==> src/rtl/rx_receiver_pkg.sv <==
// Shared definitions for the serial frame link (receiver side).
// Frame on the wire, MSB first: preamble, SFD, header, payload, CRC-8.
package rx_receiver_pkg;

  typedef enum logic [1:0] {
    S_HUNT   = 2'd0,
    S_HEADER = 2'd1,
    S_DATA   = 2'd2,
    S_CRC    = 2'd3
  } rx_state_e;

  // Line patterns shared with tx_transmitter
  localparam logic [15:0] PREAMBLE_PATTERN = 16'hAAAA;
  localparam logic [7:0]  SFD_PATTERN      = 8'hAB;

  // Header field positions
  localparam int HDR_LEN_MSB = 3;
  localparam int HDR_LEN_LSB = 0;

  // Index of the last payload bit for a header length field: (len+1)*8-1,
  // kept in 8 bits (maximum 127).
  function automatic logic [7:0] payload_last_bit(input logic [3:0] len);
    logic [7:0] bytes;
    bytes = {4'd0, len} + 8'd1;
    return (bytes << 3) - 8'd1;
  endfunction

endpackage

==> src/rtl/crc8_serial.sv <==
// Bit-serial CRC-8 (polynomial x^8+x^2+x+1, init 0x00, MSB first).
// clear has priority over enable.
module crc8_serial (
  input  logic       clk,
  input  logic       rst_n,
  input  logic       clear,
  input  logic       enable,
  input  logic       data_in,
  output logic [7:0] crc_out
);

  localparam logic [7:0] CRC8_POLY = 8'h07;

  logic feedback;

  assign feedback = crc_out[7] ^ data_in;

  // Clear or advance the CRC remainder by one bit
  always_ff @(posedge clk or negedge rst_n) begin
    if (!rst_n) begin
      crc_out <= 8'h00;
    end else if (clear) begin
      crc_out <= 8'h00;
    end else if (enable) begin
      crc_out <= {crc_out[6:0], 1'b0} ^ (feedback ? CRC8_POLY : 8'h00);
    end
  end

endmodule

==> src/rtl/rx_receiver.sv <==
// Serial frame receiver: hunts for preamble tail + SFD, deserialises
// header, variable-length payload and CRC-8, and presents the packet with
// a one-cycle valid pulse and a CRC error flag.
// Optional: define RX_STATS_EN to add good/error frame counters.
module rx_receiver
  import rx_receiver_pkg::*;
#(
  parameter int PRE_MIN = 8
) (
  input  logic         clk,
  input  logic         rst_n,
  input  logic         rx_line,
  output logic [135:0] rx_packet,
  output logic         rx_valid,
  output logic         crc_err,
  output logic         rx_busy
`ifdef RX_STATS_EN
  ,
  output logic [7:0]   good_cnt,
  output logic [7:0]   err_cnt
`endif
);

  localparam int WIN_W = PRE_MIN + 8;
  localparam logic [23:0] SYNC_FULL = {PREAMBLE_PATTERN, SFD_PATTERN};
  localparam logic [WIN_W-1:0] SYNC_PAT = SYNC_FULL[WIN_W-1:0];

  rx_state_e        state, state_nxt;
  logic [7:0]       bit_cnt, bit_cnt_nxt;
  // Only the older WIN_W-1 bits are stored; the newest is rx_line itself,
  // so the match fires on the cycle the last SFD bit is on the line.
  logic [WIN_W-2:0] sync_hist;
  logic [WIN_W-1:0] sync_win;
  logic             sync_hit;
  logic [3:0]       len;
  logic [7:0]       data_last;
  logic [7:0]       header;
  logic [127:0]     payload;
  logic [6:0]       crc_rx;
  logic             crc_clear;
  logic             crc_en;
  logic [7:0]       crc_out;
  logic             crc_match;
  logic             frame_done;

  assign sync_win  = {sync_hist, rx_line};
  assign sync_hit  = (state == S_HUNT) && (sync_win == SYNC_PAT);
  assign data_last = payload_last_bit(len);
  assign crc_match = ({crc_rx, rx_line} == crc_out);
  assign rx_busy   = (state != S_HUNT);

  crc8_serial u_crc_rx (
    .clk     (clk),
    .rst_n   (rst_n),
    .clear   (crc_clear),
    .enable  (crc_en),
    .data_in (rx_line),
    .crc_out (crc_out)
  );

  // Next-state, bit counter and CRC control
  always_comb begin
    state_nxt   = state;
    bit_cnt_nxt = bit_cnt;
    crc_clear   = 1'b0;
    crc_en      = 1'b0;
    frame_done  = 1'b0;
    case (state)
      S_HUNT: begin
        crc_clear = 1'b1;
        if (sync_hit) begin
          state_nxt   = S_HEADER;
          bit_cnt_nxt = 8'd0;
        end
      end
      S_HEADER: begin
        if (bit_cnt == 8'd7) begin
          state_nxt   = S_DATA;
          bit_cnt_nxt = 8'd0;
        end else begin
          bit_cnt_nxt = bit_cnt + 8'd1;
        end
      end
      S_DATA: begin
        crc_en = 1'b1;
        if (bit_cnt == data_last) begin
          state_nxt   = S_CRC;
          bit_cnt_nxt = 8'd0;
        end else begin
          bit_cnt_nxt = bit_cnt + 8'd1;
        end
      end
      S_CRC: begin
        if (bit_cnt == 8'd7) begin
          frame_done  = 1'b1;
          state_nxt   = S_HUNT;
          bit_cnt_nxt = 8'd0;
        end else begin
          bit_cnt_nxt = bit_cnt + 8'd1;
        end
      end
      default: begin
        state_nxt   = S_HUNT;
        bit_cnt_nxt = 8'd0;
      end
    endcase
  end

  // Control registers: state, counter, sync window, latched length
  always_ff @(posedge clk or negedge rst_n) begin
    if (!rst_n) begin
      state     <= S_HUNT;
      bit_cnt   <= 8'd0;
      sync_hist <= '0;
      len       <= 4'd0;
    end else begin
      state   <= state_nxt;
      bit_cnt <= bit_cnt_nxt;
      // Window runs only while hunting and restarts empty on every entry
      if (state == S_HUNT && !sync_hit) begin
        sync_hist <= sync_win[WIN_W-2:0];
      end else begin
        sync_hist <= '0;
      end
      if (state == S_HEADER && bit_cnt == 8'd7) begin
        len <= {header[HDR_LEN_MSB-1:HDR_LEN_LSB], rx_line};
      end
    end
  end

  // Deserialising shift registers for header, payload and received CRC
  always_ff @(posedge clk) begin
    case (state)
      S_HUNT: begin
        if (sync_hit) begin
          payload <= '0;
        end
      end
      S_HEADER: header <= {header[6:0], rx_line};
      S_DATA:   payload[~bit_cnt[6:0]] <= rx_line;
      S_CRC:    crc_rx <= {crc_rx[5:0], rx_line};
      default:  ;
    endcase
  end

  // Frame output registers, updated the cycle after the last CRC bit
  always_ff @(posedge clk or negedge rst_n) begin
    if (!rst_n) begin
      rx_packet <= '0;
      rx_valid  <= 1'b0;
      crc_err   <= 1'b0;
    end else begin
      rx_valid <= frame_done;
      if (frame_done) begin
        rx_packet <= {header, payload};
        crc_err   <= !crc_match;
      end
    end
  end

`ifdef RX_STATS_EN
  // Saturating good/error frame counters
  always_ff @(posedge clk or negedge rst_n) begin
    if (!rst_n) begin
      good_cnt <= 8'd0;
      err_cnt  <= 8'd0;
    end else if (rx_valid) begin
      if (crc_err) begin
        if (err_cnt != 8'hFF) err_cnt <= err_cnt + 8'd1;
      end else begin
        if (good_cnt != 8'hFF) good_cnt <= good_cnt + 8'd1;
      end
    end
  end
`endif

endmodule

==> config.mk <==
export PLATFORM = sky130hd
export DESIGN_NAME = rx_receiver
export DESIGN_NICKNAME = d
export VERILOG_FILES = /design/src/rtl/rx_receiver_pkg.sv /design/src/rtl/crc8_serial.sv /design/src/rtl/rx_receiver.sv
export SDC_FILE = /design/constraint.sdc
export NUM_CORES = 1
export LEC_CHECK = 0
export BUFFER_PORTS_ARGS = -buffer_cell sky130_fd_sc_hd__clkbuf_2
export CORE_ASPECT_RATIO = 0.6
export CORE_MARGIN = 5
export CORE_UTILIZATION = 40
export CTS_CLUSTER_DIAMETER = 200
export DETAILED_ROUTE_END_ITERATION = 12
export PLACE_DENSITY_LB_ADDON = 0.25
export SYNTH_ARGS = -nofsm -noshare
export SYNTH_HDL_FRONTEND = slang
export SYNTH_SLANG_ARGS = --single-unit
==> constraint.sdc <==
create_clock -name clk -period 9.2 [get_ports clk]
set_input_delay 0.46 -clock clk [delete_from_list [all_inputs] [get_ports clk]]
set_output_delay 0.46 -clock clk [all_outputs]
set_load 0.005 [all_outputs]
==> results of run 1 <==
## logic make-up (layout without fill, tap and decap cells)
logic type,Yosys count,count (layout),share of synthesized area
adders and majority gates,8,8,0.00721
buffers and inverters,93,216,0.0294
other,0,1,0
AOI/OAI and AO/OA,281,281,0.106
muxes,152,152,0.122
and+or+nand+nor,270,270,0.101
xor gates and xnor gates,15,15,0.00946
DFF,318,318,0.625
## where the power goes
part           internal (uW)  switching (uW)  leakage, uW
clock network            748             547     0.000520
registers               2030             277      0.00383
logic                    236             661      0.00245
total                   3020            1490      0.00680
## worst max-delay path, cell delays in order (launching register included)
cell      delay, ns
dfrtp_1        0.42
inv_1          0.12
ha_1           0.56
clkinv_2       0.66
a21oi_4        0.30
buf_4          0.52
buf_4          0.91
## stage by stage
stage	setup WS, ns	std cells	utilization	power (uW)
final	5.18	1720	0.471	4500
after global routing	4.93	1719	0.471	4730
after floorplan	1.11	1137	-	2880
after global placement	5.30	1662	0.440	3200
after detailed placement	5.27	1662	0.440	3220
after CTS	5.23	1719	0.471	4520
## cells in the final DEF (no fill, tap or decap), drive strengths merged, types with 8 or more instances in the layout
cell,synthesis,layout
clkbuf,60,188
dfrtp,175,175
edfxtp,143,143
mux2,141,141
nand3,134,134
a21oi,132,132
o21ai,131,131
nor2,33,33
nand2,31,31
and2,18,18
nor3,14,14
xnor2,13,13
mux2i,11,11
buf,24,11
inv,8,9
ha,8,8
## metal layers
layer,global-route usage,up-vias,wire [um]
met2,0.263,412,15400
met1,0.298,4828,17700
met5,0,-,0
met3,0.0389,41,3070
li1,-,4375,-
met4,0.0322,0,610
## what timing repair did
action,4_1_cts,5_1_grt
endpoints found under the hold margin,50,0
hold buffers,1,0
buffers inserted,0,0
## worst max-delay path by stage
| stage | startpoint | to | slack, ns | cells past startpoint |
|---|---|---|---|---|
| final | state[0] | payload[65] | 5.18 | 6 |
| after CTS | state[0] | payload[117] | 5.23 | 6 |
| after floorplan | rx_line | payload[0] | 1.11 | 5 |
| after detailed placement | state[0] | payload[0] | 5.27 | 6 |
| after global routing | state[0] | payload[65] | 4.93 | 6 |
| after global placement | state[0] | payload[110] | 5.30 | 6 |
## layout make-up
| cell class | count | share of cell area |
|---|---|---|
| antenna | 1 | 0.000156 |
| clock buffer | 49 | 0.0630 |
| clock inverter | 7 | 0.00219 |
| inverter | 9 | 0.00219 |
| multi-input combinational | 726 | 0.305 |
| sequential | 318 | 0.542 |
| tap | 459 | 0.0359 |
| timing repair buffer | 151 | 0.0495 |
## flip-flops by register name, indices dropped and copies added (netlist names)
register	count
bit_cnt	8
crc_err	1
crc_rx	7
header	8
len	4
payload	128
rx_packet	136
rx_valid	1
state	2
sync_hist	15
u_crc_rx.crc_out	8
==> run summary, run 1 <==
Yosys warning count: 0. STA classifies the critical path startpoint as a flop. By area the synthesized netlist is led by dfrtp_1 (32%), edfxtp_1 (31%), mux2_2 (6.7%), nand3_1 (4.8%), mux2_1 (4.8%). The final worst clock skew is 0.0209 ns, and the number of unique standard cell types used by synthesis is 57. The mean number of vias per cell is 5.61, and the DRC violations left is 0. The total of endpoints with negative setup slack in the final report is 0, and the number of flops mapped to enable cells by yosys is 143. After floorplanning, the core was divided into 52 placement rows.

After clock tree synthesis, the clock-pin slew on the worst setup and hold paths is 0.07 ns. The first global-routing pass estimated 57.7 mm of wire. The post-synthesis cell type with the largest combined area was dfrtp_1. The post-CTS resize count came out at 0. Setup total negative slack on the finished layout was measured at 0 ns. The final number of hold-violating endpoints is 0. In this run the critical register-to-register path is launched from state[0]. Insertion delay to the later sink of the worst-skew pair: 0.58 ns.

The share of the yosys chip area belonging to registers came out at 0.625. Number of buffers created by CTS: 30. The worst hold path begins at rx_line.

The post-detailed-route count of antenna-violating nets is 0, and the detailed placer's ending HPWL is 23.2 mm. The count of nets after finishing was 1247. The most instantiated flip-flop cell in the synthesis netlist is dfrtp_1.

At the worst endpoint, the required time is 9.39 ns. The first detailed-routing pass took 5 iterations. The endpoint kind of the worst setup timing path was a flop. The tree built by TritonCTS fans out to 318 sinks. The remaining global-route overflow is 0, and the length in cells of the worst reg-to-reg path is 6. The longest clock path from root to sink contains 3 buffers.

The total non-filler cell area in the finished layout is 16000 sq um. After synthesis, the most frequently instantiated cells are dfrtp_1 (175), edfxtp_1 (143), nand3_1 (134). TritonCTS built the clock tree. The die height is 154 um. The min-delay analysis places its worst path in the category in2reg.

Across all layers, the routed design uses 9656 vias. The library cell used as clock root buffer was clkbuf_16. For the number of max-slew violations in the final report, the log shows 0. At the end of routability-driven placement, the weighted congestion stood at 0.814. Across the run, the number of max-cap violations was 0. The core region is 34000 sq um. The starting density of the core was 0.409. Global-route usage over all layers: 0.186.

The setup path with the least slack is of type reg2reg. For hold timing, the worst endpoint is header[0]. Synthesis inferred 318 register bits. The final critical delay including setup and external delays works out to 4.02 ns.

Setup repair after global routing left no endpoint under its margin. After detailed routing, the average wire length per cell comes to 21.4 um. The largest fanout on the critical path is 81. The sequential standard cell area came out at 8670 sq um. The worst register-to-register path ends at payload[65]. Data on the critical path arrives at its endpoint at 4.21 ns. Derived from the worst setup path, the maximum achievable clock frequency is 249 MHz. The filler cells instantiated in the layout total 3096. The average footprint of a synthesized cell came out at 12.2 sq um. The worst relative slew slack is 0.108. By instance count, the leading cell after synthesis is dfrtp_1. Cell depth of the worst min-delay path: 1. The level count of the clock H-tree is 1, and the share of the synthesized area in the top cell type is 0.315. The number of nets handed over by synthesis was 1148. Summing all multi-input logic gate instances after layout gives 4870 sq um. Entering global routing, the biggest net connects 135 pins. For the pin with the worst max-slew slack, the measured transition is 1.33 ns. Fraction of registers with async set/reset: 0.550.

The placed standard-cell area was 14900 sq um; the power density of the placed cells was 281 nW/um^2. The final period utilization works out to 0.437. The run finished with clean final reports. The detailed router finished its first iteration with 1038 violations.

The leakage power was 0.00680 uW; the worst hold margin was 0.403 ns. The initial antenna violation count is 0, and the x dimension of the die is 251 um. The tools report the via count of the first global-routing pass as 9386. The worst-case IR drop observed on VDD is 289 uV. In this run the register-to-register setup slack is 5.18 ns.

The proportion of layout cells with a drive suffix above 1 is 0.235. 142 I/O pins were placed. Input and output buffers added on the ports amount to 141. Counting every instance in the synthesized netlist gives 1137. Area added between synthesis and finish: 15.2%. Die area: 38700 sq um.

In this run the cell area of the synthesized design comes to 13900 sq um. The routed design has 36.8 mm of wire.
No activity file was read; power rests on OpenSTA's default activity.
==> run 2, diff against run 1 <==
==> constraint.sdc (replaced) <==
create_clock -name clk -period 3.4 [get_ports clk]
set_input_delay 0.17 -clock clk [delete_from_list [all_inputs] [get_ports clk]]
set_output_delay 0.17 -clock clk [all_outputs]
set_load 0.005 [all_outputs]
==> run 2 against run 1 <==
Net effect:
- global-route usage up 0.12 points
- combinational power rose to 2.9 times the previous value
- first-iteration DRC count up 19%
- sequential share of layout area down 0.76 points
- total power rose to 2.7 times the previous value
- core utilization up 0.67 points
- clock power rose to 2.8 times the previous value
- largest cell class unchanged
- largest power group unchanged
==> run summary, run 2 (synthesis gave the netlist of run 1 again) <==
The logs give 0 (unchanged) for the DRC violations left and 0.479 ns (-4.79 ns) for the minimum setup slack after placement. The placed standard-cell area came out at 15100 sq um (+1.2%). The tools report the data arrival time of the critical path as 3.37 ns (-0.84 ns). I/O pin total: 142 (unchanged). The final antenna diode count is 0 (-1), and the mean number of vias per cell is 5.57 (-0.80%).

For the total non-filler cell area in the finished layout, the log shows 16200 sq um (+1.4%). The critical path is of the reg2reg type. The number of buffers created by CTS was 30 (unchanged); the count of clock tree sinks was 318 (unchanged). The final critical delay including setup and external delays is 2.94 ns (-1.08 ns). Setup repair after global routing left no endpoint under its margin. The largest fanout on the critical path was 52 (-36%). The logs give 0 (unchanged) for the remaining global-route overflow and 0.460 ns (-4.72 ns) for the least setup slack across all paths after layout. Final period utilization: 0.865 (+0.428). For the post-CTS resize count, the log shows 0 (unchanged).

Leaving out fill and tap cells, the most frequent cells in the layout are dfrtp_1 (175), edfxtp_1 (143), clkbuf_2 (139). The power density of the placed cells was 763 nW/um^2 (+170%); the count of buffers inserted at the top-level ports was 141 (unchanged). For the first-pass GRT wire length, the log shows 58.0 mm (+0.61%). For the required time at the worst-slack endpoint, the log shows 3.83 ns (-5.56 ns). The logs give 37.0 mm (+0.63%) for the routed wire length and 0.785 (-3.5%) for the final weighted congestion in routability-driven placement. Leaving out fill and tap cells, the most frequent cell in the layout is dfrtp_1. The worst-path cell with the longest stage delay is or4_1. The run gives 5 (unchanged) as the number of detailed-routing iterations run before antenna repair. The x dimension of the die is 251 um (unchanged), and the number of buffers on the longest clock path is 3 (unchanged).

The proportion of layout cells with a drive suffix above 1 was 0.250 (+0.0147); the number of buffers added for setup after CTS was 0 (unchanged). TritonCTS built the clock tree. In this run the worst hold path is classified as in2reg. The run gives 12400 uW (+170%) as the total design power. The tools report the core box area as 34000 sq um (unchanged). The run finished with clean final reports.

For the number of cells in the design after placement, the log shows 1680 (+1.1%). The post-cts hold buffer count was 1 (unchanged). The final number of hold-violating endpoints is 0 (unchanged), and the wire length per cell is 21.3 um (-0.36%). The leakage power is 0.00693 uW (+1.9%).

Total of endpoints with negative setup slack in the final report: 0 (unchanged). The library cell used as clock root buffer is clkbuf_16. Delay contributed by the slowest stage of the critical path: 0.81 ns (-0.10 ns). Largest register by flop count: rx_packet. The number of vias after detailed routing is 9673 (+0.18%). Walking the worst path, the cells encountered are or4_1, nor3_4, nand2_8, buf_4, mux2_1. The worst relative slew slack is 0.247 (+0.139). Via count of the first global-routing pass: 9396 (+0.11%).

The iteration-0 DRC count of the detailed router is 1236 (+19%), and the number of max-slew violations in the final report is 0 (unchanged). Nature of the critical path startpoint: a flop. For the pin count of the biggest net entering global routing, the log shows 176 (+30%).

The die height is 154 um (unchanged), and the post-detailed-route count of antenna-violating nets is 0 (unchanged). The run gives 1 (unchanged) as the level count of the clock H-tree. From synthesis to final layout, the design area changed by 16.8%. The non-filler instance count after layout was 1737 (+0.99%); the final worst clock skew was 0.0178 ns (-0.00306 ns). The largest registers in the layout are rx_packet x136, payload x128, sync_hist x15. For the standard-cell row count, the log shows 52 (unchanged). The tools report the worst ir drop on vdd as 410 uV (+42%). The logs give 38700 sq um (unchanged) for the die area and 0.57 ns (about the same) for the insertion delay to the later sink of the worst-skew pair.

The number of max-cap violations was 0 (unchanged). The transition at the pin with the smallest max-transition slack is 1.13 ns (-0.203 ns), and the timing-limited maximum frequency is 340 MHz (+37%). Endpoint kind of the worst setup timing path: a flop. The setup slack of the most critical reg-to-reg path was 0.46 ns (-4.72 ns). The tools report the post-route setup TNS as 0 ns (unchanged). The run gives 1 (+1) as the initial antenna violation count. The starting density of the core is 0.409 (unchanged). Global-route usage over all layers: 0.187 (+0.00117). The run gives 1265 (+1.4%) as the count of nets after finishing. Number of flip-flops under the largest register name: 136 (unchanged).

The clock edge transition at the registers on the reported setup and hold paths is 0.07 ns (about the same). Detailed placer's ending HPWL: 23.8 mm (+2.6%).
## run 2: power breakdown
group | internal (uW) | switching, uW | leakage [uW]
logic | 712 | 1850 | 0.00256
clock network | 2160 | 1480 | 0.000539
registers | 5480 | 695 | 0.00383
total | 8350 | 4030 | 0.00693
## run 2: area by class of cell
cell class / count / area, sq um
Fill cell: 3144 / 17700
Sequential cell: 318 / 8670
Multi-Input combinational cell: 726 / 4870
Timing Repair Buffer: 169 / 977
Clock buffer: 45 / 950
Tap cell: 459 / 574
Clock inverter: 11 / 140
Inverter: 9 / 35.0
## run 2: per-layer routing
metal,GRT usage,vias up,wire (um)
met1,0.302,4809,17900
met2,0.256,398,15100
li1,-,4410,-
met5,0,-,0
met3,0.0465,56,3380
met4,0.0317,0,670
## run 2: metrics by stage
stage	util	hold slack (ns)
final	0.478	0.291
after global routing	0.478	0.296
after CTS	0.478	0.264
after global placement	0.445	0.410
after detailed placement	0.445	0.416
after floorplan	-	-0.126
## run 2: critical path, delay by kind of cell, from the launching register on
family / cells / cell delay, ns
and+or+nand+nor: 3 / 1.50
buffers and inverters: 1 / 0.39
DFF: 1 / 0.54
muxes: 1 / 0.34
## run 2: worst paths after layout
kind | depth (start not counted) | start | endpoint
setup / recovery | 5 | bit_cnt[3] | rx_packet[103]
hold / removal | 2 | rx_line | header[0]
setup reg to reg | 5 | bit_cnt[3] | rx_packet[103]
hold reg to reg | 0 | header[6] | header[7]
max in group asynchronous | 3 | rst_n | rx_packet[61]
min in group asynchronous | 3 | rst_n | rx_packet[20]
